**src/rtl/lsu_pkg.sv**
```systemverilog
// Shared load/store encodings, FSM state type and access-size helpers for mem_lsu.
package lsu_pkg;

  localparam logic [2:0] LS_B  = 3'b000;
  localparam logic [2:0] LS_H  = 3'b001;
  localparam logic [2:0] LS_W  = 3'b010;
  localparam logic [2:0] LS_BU = 3'b100;
  localparam logic [2:0] LS_HU = 3'b101;

  typedef enum logic [1:0] {
    IDLE   = 2'd0,
    REQ    = 2'd1,
    WAIT_R = 2'd2,
    DONE   = 2'd3
  } lsu_state_e;

  function automatic logic is_byte(input logic [2:0] t);
    return t[1:0] == 2'b00;
  endfunction

  function automatic logic is_half(input logic [2:0] t);
    return t[1:0] == 2'b01;
  endfunction

  // 010, 011, 110 and 111 all behave as word accesses
  function automatic logic is_word(input logic [2:0] t);
    return t[1];
  endfunction

endpackage

```
**src/rtl/lsu_extract.sv**
```systemverilog
// Load lane select and sign/zero extension of the returned bus word.
module lsu_extract
  import lsu_pkg::*;
(
  input  logic [2:0]  lst,
  input  logic [1:0]  off,
  input  logic [31:0] word,
  output logic [31:0] data
);

  logic [31:0] shifted;

  always_comb begin
    shifted = word >> {off, 3'b000};
    data    = word;
    if (is_byte(lst)) begin
      data = lst[2] ? {24'h0, shifted[7:0]} : {{24{shifted[7]}}, shifted[7:0]};
    end else if (is_half(lst)) begin
      data = lst[2] ? {16'h0, shifted[15:0]} : {{16{shifted[15]}}, shifted[15:0]};
    end
  end

endmodule

```
**src/rtl/mem_lsu.sv**
```systemverilog
// Load/store unit: captures one access in IDLE, runs a single bus transaction,
// and returns lane-extended load data with a one-cycle done pulse.
//
// state  | meaning
// IDLE   | waiting for rd_req/wr_req; lse updates the type register
// REQ    | bus_req held with stable addr/be/wdata until bus_gnt
// WAIT_R | load granted, waiting for bus_rvalid
// DONE   | done pulse (with misaligned if the access faulted)
module mem_lsu
  import lsu_pkg::*;
(
  input  logic        clk,
  input  logic        reset_n,
  input  logic        lse,
  input  logic [2:0]  lst,
  input  logic [31:0] adr,
  input  logic [31:0] wdata,
  input  logic        rd_req,
  input  logic        wr_req,
  output logic        bus_req,
  output logic        bus_we,
  output logic [31:0] bus_addr,
  output logic [3:0]  bus_be,
  output logic [31:0] bus_wdata,
  input  logic        bus_gnt,
  input  logic        bus_rvalid,
  input  logic [31:0] bus_rdata,
  output logic [31:0] rdata,
  output logic        busy,
  output logic        done,
  output logic        misaligned
);

  lsu_state_e  state;
  logic [2:0]  lst_q;
  logic [31:0] addr_q;
  logic [31:0] wdata_q;
  logic        store_q;
  logic        mis_q;

  logic        accept;
  logic [2:0]  lst_eff;
  logic        mis_now;
  logic [31:0] load_data;
  logic [3:0]  be_lanes;
  logic [31:0] wdata_lanes;

  // a type written in the same cycle as the request applies to that request
  assign lst_eff = lse ? lst : lst_q;
  assign accept  = reset_n && (state == IDLE) && (rd_req || wr_req);
  assign mis_now = (is_half(lst_eff) && adr[0]) ||
                   (is_word(lst_eff) && (adr[1:0] != 2'b00));

  always_ff @(posedge clk or negedge reset_n) begin
    if (!reset_n) begin
      state   <= IDLE;
      lst_q   <= LS_W;
      addr_q  <= '0;
      wdata_q <= '0;
      store_q <= 1'b0;
      mis_q   <= 1'b0;
      rdata   <= '0;
    end else begin
      case (state)
        IDLE: begin
          if (lse) lst_q <= lst;
          if (accept) begin
            addr_q  <= adr;
            wdata_q <= wdata;
            store_q <= wr_req;
            mis_q   <= mis_now;
            state   <= mis_now ? DONE : REQ;
          end
        end
        REQ: begin
          if (bus_gnt) state <= store_q ? DONE : WAIT_R;
        end
        WAIT_R: begin
          if (bus_rvalid) begin
            rdata <= load_data;
            state <= DONE;
          end
        end
        DONE: state <= IDLE;
        default: state <= IDLE;
      endcase
    end
  end

  lsu_extract u_extract (
    .lst  (lst_q),
    .off  (addr_q[1:0]),
    .word (bus_rdata),
    .data (load_data)
  );

  always_comb begin
    be_lanes    = 4'b1111;
    wdata_lanes = wdata_q;
    if (is_byte(lst_q)) begin
      be_lanes    = 4'b0001 << addr_q[1:0];
      wdata_lanes = {4{wdata_q[7:0]}};
    end else if (is_half(lst_q)) begin
      be_lanes    = addr_q[1] ? 4'b1100 : 4'b0011;
      wdata_lanes = {2{wdata_q[15:0]}};
    end
  end

  assign bus_req    = (state == REQ);
  assign bus_we     = bus_req && store_q;
  assign bus_addr   = bus_req ? {addr_q[31:2], 2'b00} : '0;
  assign bus_be     = bus_req ? be_lanes : 4'b0000;
  assign bus_wdata  = bus_we ? wdata_lanes : '0;
  assign done       = (state == DONE);
  assign misaligned = done && mis_q;
  assign busy       = (state != IDLE) || accept;

endmodule
```
**config.mk**
```make
export PLATFORM = sky130hd
export DESIGN_NAME = mem_lsu
export DESIGN_NICKNAME = d
export VERILOG_FILES = /design/src/rtl/lsu_pkg.sv /design/src/rtl/lsu_extract.sv /design/src/rtl/mem_lsu.sv
export SDC_FILE = /design/constraint.sdc
export NUM_CORES = 1
export LEC_CHECK = 0
export ABC_AREA = 1
export CAP_MARGIN = 10
export CORE_ASPECT_RATIO = 0.8
export CORE_MARGIN = 2
export CORE_UTILIZATION = 40
export DETAILED_ROUTE_END_ITERATION = 7
export PLACE_DENSITY = 0.74
export SLEW_MARGIN = 20
export SYNTH_ARGS = -nofsm -noshare
export SYNTH_HDL_FRONTEND = slang
export SYNTH_SLANG_ARGS = --single-unit
```
**constraint.sdc**
```tcl
create_clock -name clk -period 4.9 [get_ports clk]
set_input_delay 0.98 -clock clk [delete_from_list [all_inputs] [get_ports clk]]
set_output_delay 0.98 -clock clk [all_outputs]
set_load 0.02 [all_outputs]
```
* After elaboration in Yosys (flattened, before gate mapping)
Index checks and enable logic that the tools add are counted.
** Storage, ports and cells
- Bits in registers :: 103
- Bits in latches :: 0
- Memory bits (writable) :: 0
- ROM bits :: 0
- Bits of input ports :: 106
- Output and inout bits :: 105
- Memories kept :: 0
** Operators by class
- Add/subtract/negate cells :: 0
- Multipliers :: 0
- Divide/modulo/power cells :: 0
- Order comparisons :: 0
- Equal/unequal tests :: 8
- Shift-type cells :: 2
- Multiplexer cells :: 19
- Bitwise logic cells :: 0
- Reduce and logical (&&, ||, !) cells :: 17
** Operators by type and width (number)
- $mux 32 :: 8
- $shr 32x5->16 :: 1
- $mux 4 :: 4
- $mux 2 :: 5
- $pmux 2 s4 :: 1
- $eq 2x1->1 const B :: 3
- $logic_and 1x1->1 :: 6
- $reduce_and 2->1 :: 3
- $eq 2x2->1 const B :: 2
- $logic_not 2->1 :: 2
- $ne 2x2->1 const B :: 2
- $reduce_bool 2->1 :: 2
- $shl 1x2->4 const A :: 1
- $logic_or 1x1->1 :: 3
- $reduce_and 3->1 :: 1
- $ne 2x1->1 const B :: 1
- $mux 1 :: 1

* Depth between registers and ports, before layout
Gate-level depths: netlist of run 1.
- Depth in word-level cells :: 7
- Gate-level depth with buffers :: 11
- Gate-level depth less buffers :: 9

* Modules after synthesis
From an unflattened synthesis of run 1, not the netlist that was laid out.
** Second synthesis, totals
- Cells, all modules :: 757
- Area, all modules :: 5740.5 um^2
** By module, submodules not included
- mem_lsu :: times used 1, cells each 586, area each 4921.0 um^2
- lsu_extract :: times used 1, cells each 171, area each 819.5 um^2

* Worst setup path before layout of run 1
No wires, ideal clock.
- Path kind :: in2out
- Start point :: input reset_n
- End point :: output busy
- Data arrival time :: 1831 ps
- Setup slack :: 2089 ps
- Stages on the path :: 6
- Buffers on the path :: 2
- Cell sequence :: nand2_1 > inv_1 > o21ai_1 > buf_2 > buf_1 > nand2_1
** Between the ends
- Word-level cells in the longest chain between the ends :: 3
** Ends and longest elaborated chain
- from (decl) :: RTL line mem_lsu.sv:13 : input logic reset_n,
- $logic_and 1x1->1 (2 in a row) :: RTL line mem_lsu.sv:50 : assign accept = reset_n && (state == IDLE) && (rd_req || wr_req);
- $logic_or 1x1->1 :: RTL line mem_lsu.sv:116 : assign busy = (state != IDLE) || accept;
- to (decl) :: RTL line mem_lsu.sv:29 : output logic busy,
Every way passes these cells.

* Worst setup path in the final report of run 1
- Start point :: register state[1]
- End point :: output bus_wdata[31]
** Between the ends
- Word-level cells in the longest chain between the ends :: 3
** Ends and longest elaborated chain
- from (decl) :: RTL line mem_lsu.sv:34 : lsu_state_e state;
- from (signal assigned) :: RTL line mem_lsu.sv:72 : state <= mis_now ? DONE : REQ;
- from (signal assigned) :: RTL line mem_lsu.sv:76 : if (bus_gnt) state <= store_q ? DONE : WAIT_R;
- $eq 2x1->1 :: RTL line mem_lsu.sv:109 : assign bus_req = (state == REQ);
- $logic_and 1x1->1 :: RTL line mem_lsu.sv:110 : assign bus_we = bus_req && store_q;
- $mux 32 :: RTL line mem_lsu.sv:113 : assign bus_wdata = bus_we ? wdata_lanes : '0;
- to (decl) :: RTL line mem_lsu.sv:24 : output logic [31:0] bus_wdata,
Every way passes these cells.

==> results.txt, run 1 <==
Hold Path Class - reg -> reg
Worst-Skew Late Latency - 0.35 ns
RSZ-0062 raised after global routing - no
Most used cell, CP - inv_1
Hold wc startpoint - wdata_q[31]
Max incr delay on CP - 0.60 ns
Die Ht - 109 um
Number of standard cells after synthesis - 800
Via count - 5619
P&R area growth vs syn - 45.8%
Skew final - 0.00817 ns
Ys Warns - 0
Gpl congestion - 0.931
N_diodes - 0
DRT Wirelength - 17.7 mm
Register area share after synthesis - 47.1%
Vias in the first global route - 5427
Setup CP Type - reg -> out
Remaining antenna violation count - 0
EDFF count, synth - 0
Final Cycle Share - 82.2%
Syn Std Cell Area - 5470 um^2
Worst r2r path cells - 9
Crit Path Max Fanout - 16
Clock transition at path regs - 0.07 ns
Total track usage - 24.5%
Finished Layout Cells - 1173
Mean Syn Cell Area - 6.84 um^2
First-pass DRT Iterations - 5
Status - completed
Largest area contributor in the netlist - dfrtp_1
Via density per instance - 4.79
Initial DRC count - 504
Finish-stage setup viols - 0
Core box area - 13500 um^2
CTS tree - done
WP data required - 3.92 ns
WHS - 0.482 ns
Port buffer count - 208
CP startpoint kind - register
CTS H-tree depth - 3
Crit. End Element - output pin
Dominant synthesized flop cell - dfrtp_1
I/O pin count - 211
Crit path DAT - 3.05 ns
CP Launch Point - state[1]
Top cells by area, synth - dfrtp_1 47%, nand2_1 27%, nor2_1 5.3%
Post-CTS Repair Setup Buffers - 0
Global-route wire length before repair - 27.9 mm
Max-slew headroom - 43.9%
WL/cell - 15.1 um
Dpl ws - 1.25 ns
HPWL after DPL - 12.8 mm
Fraction of registers with async set/reset - 100%
Worst reg2reg path startpoint - state[0]
Count leader, synth - nand2_1
FMAX - 248 MHz
Remaining DRCs - 0
Static leakage - 4.13 nW
Synth top area share - 46.6%
Inst Count DP - 1157
Yosys reg bits - 103
# nets final - 1099
Worst slew pin tran - 0.842 ns
Final setup margin - 0.871 ns
Clock Root Buffer - clkbuf_16
Pin count of the biggest net entering global routing - 68
MaxCap Viol Count - 0
CP Cell Sequence - inv_1 -> ha_1 -> nand2_1 -> clkinv_1 -> o21ai_0 -> inv_1 -> clkdlybuf4s50_1
Clock Sink Count - 103
R2r endpoint - wdata_q[7]
DIE AREA - 14600 um^2
Initial core utilization - 40.7%
Initial antenna violation count - 0
Layout cell share with drive strength beyond 1 - 4.43%
Post-CTS Hold Fix Bufs - 0
Slew Limit Fails - 0
Die width - 135 um
Number of buffers created by CTS - 9
Placement Rows - 38
CTS Buffer Depth - 2
Min cycle time layout - 4.03 ns
Synth unique cells - 28
R2R setup slack - 2.08 ns
PostCTS Resize Cnt - 0
Max stage delay cell, worst path - clkdlybuf4s50_1
GRT overflow - 0
Final Hold Vio Count - 0
Pwr Density - 593 nW/um^2
Most frequent cells after synthesis - 399 x nand2_1, 102 x dfrtp_1, 78 x nor2_1
Crit path capture - bus_wdata[31]
Worst vdd ir - 0.269 mV
Setup TNS - 0 ns
Overall Power - 4.73 mW
metal layers:
layer  up-vias  wire (um)  global-route usage, %
li1       2793          -                      -
met1      2574       7880                   33.0
met2       229       7710                   37.5
met3        23       1810                   9.07
met4         0        270                   6.09
met5         -          0                      0
cell type report:
cell class	instances	area [um^2]
fill	1255	5480
sequential	103	2580
multi-input combinational	589	2450
timing repair buffer	215	2130
inverter	70	263
clock buffer	10	239
tap	180	225
clock inverter	6	91.3
per-stage QoR:
| stage | util [%] | cell area (um^2) |
|---|---|---|
| 2_1_floorplan | - | 5480 |
| 3_3_place_gp | 56.8 | 7650 |
| 3_5_place_dp | 56.8 | 7650 |
| 4_1_cts | 59.3 | 7980 |
| 5_1_grt | 59.3 | 7980 |
| 6_report | 59.3 | 7980 |
worst min path at each step:
stage | to | slack (ns) | cells past startpoint
after global placement | addr_q[29] | 0.46 | 2
final | wdata_q[31] | 0.48 | 2
after detailed placement | wdata_q[17] | 0.47 | 2
after floorplan | store_q | 0.45 | 2
after CTS | addr_q[30] | 0.49 | 2
after global routing | addr_q[30] | 0.50 | 2
flip-flops by register name (all words and copies together) (netlist names):
| signal | cells |
|---|---|
| mis_q | 1 |
| rdata | 32 |
| lst_q | 3 |
| store_q | 1 |
| state | 2 |
| addr_q | 32 |
| wdata_q | 32 |
cell usage in the layout, fill, tap and decap left out, types with 2 or more instances in the layout:
master	count
nand2_4	2
o21ai_0	23
dfrtp_1	102
clkbuf_16	9
o211ai_1	3
nor2_1	78
nor2_2	2
clkdlybuf4s50_1	207
inv_1	61
nand3_1	28
bufinv_16	2
or2_2	2
a21oi_1	37
nand2_2	2
clkinv_4	2
inv_2	8
buf_4	8
nand2_1	399
conb_1	2
ha_1	5
logic make-up after synthesis:
| family | Yosys count | synth area share, % |
|---|---|---|
| other | 1 | 0.0685 |
| buffers and inverters | 109 | 8.39 |
| flip-flops | 103 | 47.1 |
| adder cells (fa/ha/maj) | 5 | 1.14 |
| AND/OR/NAND/NOR | 515 | 36.9 |
| AO/OA/AOI/OAI | 67 | 6.36 |
where the power goes:
| group | total (mW) | internal (mW) | switching, mW | leakage (nW) |
|---|---|---|---|---|
| Sequential | 1.52 | 1.25 | 0.268 | 1.25 |
| Clock | 0.798 | 0.465 | 0.333 | 0.163 |
| Combinational | 2.41 | 0.963 | 1.45 | 2.71 |
| Total | 4.73 | 2.68 | 2.05 | 4.13 |
worst max-delay path: cells and delay by family, from the launching register on:
kind / cells / cell delay (ns)
AOI/OAI and AO/OA: 1 / 0.14
adders and majority gates: 1 / 0.57
buffers and inverters: 4 / 1.11
DFF: 1 / 0.41
and+or+nand+nor: 1 / 0.46
Note: power is estimated with default switching activity, not from simulation.
==> run 2, diff against run 1 <==
Settings changed: PLACE_DENSITY 0.74 to 0.77.
Clock period 4.9 ns to 3.6 ns, I/O delays scaled along.
==> run 2 against run 1 <==
Via count up 0.20%. Highest routed layer unchanged. Non-clock buffer count up 4. Clock skew about the same. Utilization up 0.13 points. Sequential power up 38%. Worst setup slack worse by 0.73 ns. Critical endpoint is now bus_wdata[24].
==> results.txt, run 2 (synthesis gave the netlist of run 1 again) <==
Max-slew headroom - 42.6% (-1.3 points)
Crit path capture - bus_wdata[24]
Finish-stage setup viols - 0 (unchanged)
GRT overflow - 0 (unchanged)
CTS tree - done
Global-route wire length before repair - 27.6 mm (-1.3%)
Remaining DRCs - 0 (unchanged)
DIE AREA - 14600 um^2 (unchanged)
FMAX - 289 MHz
I/O pin count - 211 (unchanged)
R2r endpoint - wdata_q[5]
Remaining antenna violation count - 0 (unchanged)
N_diodes - 0 (unchanged)
Worst slew pin tran - 0.862 ns (+0.0199 ns)
Leading cell type in the layout, fill and taps excluded - nand2_1
Gpl congestion - 0.892 (-4.2%)
Via count - 5630 (+0.20%)
Setup CP Type - reg -> out
Worst reg2reg path startpoint - state[0]
Final Cycle Share - 96.0%
RSZ-0062 raised after global routing - no
HPWL after DPL - 12.7 mm (-0.52%)
Via density per instance - 4.78 (-0.14%)
Setup TNS - 0 ns (unchanged)
Slew Limit Fails - 0 (unchanged)
Filler cells - 1238 (-1.4%)
Initial core utilization - 40.7% (unchanged)
Crit Path Max Fanout - 15 (-1)
Total track usage - 24.1% (-0.34 points)
DRT Wirelength - 17.4 mm (-1.7%)
CTS H-tree depth - 3 (unchanged)
Number of buffers created by CTS - 9 (unchanged)
Crit path DAT - 2.73 ns (-0.32 ns)
Core box area - 13500 um^2 (unchanged)
Clock transition at path regs - 0.07 ns (about the same)
Crit. End Element - output pin
Worst-Skew Late Latency - 0.34 ns (about the same)
Status - completed
Post-CTS Repair Setup Buffers - 0 (unchanged)
Pin count of the biggest net entering global routing - 69 (+1.5%)
WP data required - 2.88 ns (-1.04 ns)
Final Hold Vio Count - 0 (unchanged)
Initial antenna violation count - 0 (unchanged)
Initial DRC count - 354 (-30%)
Die Ht - 109 um (unchanged)
# nets final - 1103 (+0.36%)
Die width - 135 um (unchanged)
Static leakage - 4.13 nW (+0.15%)
R2R setup slack - 1.44 ns (-0.64 ns)
Clock Sink Count - 103 (unchanged)
Pwr Density - 798 nW/um^2 (+35%)
First-pass DRT Iterations - 6 (+1)
CP Launch Point - state[1]
Layout cell share with drive strength beyond 1 - 4.81% (+0.38 points)
CTS Buffer Depth - 2 (unchanged)
Worst r2r path cells - 10 (+1)
Vias in the first global route - 5394 (-0.61%)
Hold Path Class - in -> async
CP startpoint kind - register
Post-layout util - 59.4% (+0.13 points)
Skew final - 0.00804 ns (-0.000131 ns)
MaxCap Viol Count - 0 (unchanged)
WL/cell - 14.8 um (-2.0%)
P&R area growth vs syn - 46.1%
Port buffer count - 208 (unchanged)
Commonest non-fill, non-tap cells in the layout - 399 x nand2_1, 207 x clkdlybuf4s50_1, 102 x dfrtp_1, 78 x nor2_1, 61 x inv_1
Worst vdd ir - 0.397 mV (+48%)
Placement Rows - 38 (unchanged)
Min cycle time layout - 3.45 ns
Clock Root Buffer - clkbuf_16
Top Registers - addr_q x32, rdata x32, wdata_q x32
==> run 2: cell count changes in the layout (fill, tap and decap cells not counted) <==
cell	previous run	this run
buf_4	8	11
bufinv_16	2	1
inv_8	0	1
buf_12	0	1
clkbuf_1	0	1
clkinv_4	2	0
clkinvlp_4	0	1
clkinv_1	1	0
clkbuf_8	1	0
inv_6	1	3
==> run 2: worst max-delay path, stage by stage, from the launching register on <==
cell and delay [ns]:
dfrtp_1 0.41, inv_1 0.10, ha_1 0.20, nand2_1 0.48, clkinvlp_4 0.44, nand2_1 0.17, inv_1 0.05, clkdlybuf4s50_1 0.53
==> run 2: routing by layer <==
metal / share of wire (%) / track usage [%] / vias to the layer above
met1: 43 / 32.3 / 2556
met4: 2.0 / 7.97 / 0
li1: - / - / 2804
met2: 44 / 36.5 / 243
met5: 0 / 0 / -
met3: 11 / 8.74 / 27
==> run 2: repair_timing <==
action	in CTS	in global routing
resized for setup	0	1
hold buffers	0	0
endpoints found under the hold margin	0	0
endpoints found under the setup margin	0	3
==> run 2: worst min-delay path by stage <==
stage / slack (ns) / cells past startpoint / from / end
floorplan: 0.42 / 0 / reset_n / addr_q[0]
global placement: 0.46 / 2 / addr_q[27] / addr_q[27]
detailed placement: 0.46 / 2 / wdata_q[30] / wdata_q[30]
CTS: 0.48 / 2 / reset_n / rdata[12]
global route: 0.49 / 2 / reset_n / rdata[5]
finish: 0.45 / 2 / reset_n / rdata[12]
==> run 2: power breakdown <==
| group | switching [mW] | internal, mW |
|---|---|---|
| Clock | 0.463 | 0.552 |
| Combinational | 1.94 | 1.33 |
| Sequential | 0.390 | 1.71 |
| Total | 2.79 | 3.59 |
==> run 2: per-stage QoR <==
step	instance area [um^2]	std cells	hold WS, ns	total power, mW	setup WS, ns
after CTS	7990	1177	0.476	6.43	0.0712
after global routing	8000	1177	0.493	6.88	0.00775
final	8000	1177	0.453	6.38	0.145
after floorplan	5480	801	0.424	4.04	1.14
after global placement	7690	1161	0.462	5.34	0.572
after detailed placement	7690	1161	0.465	5.40	0.465
==> run 2: layout make-up <==
type | instances | area, um^2 | area share, %
flip-flops and latches | 103 | 2580 | 32.2
multi-input cells | 589 | 2450 | 30.6
repair buffers | 219 | 2170 | 27.2
inverters | 70 | 267 | 3.33
clock buffers | 10 | 229 | 2.86
well taps | 180 | 225 | 2.82
clock inverters | 6 | 72.6 | 0.908
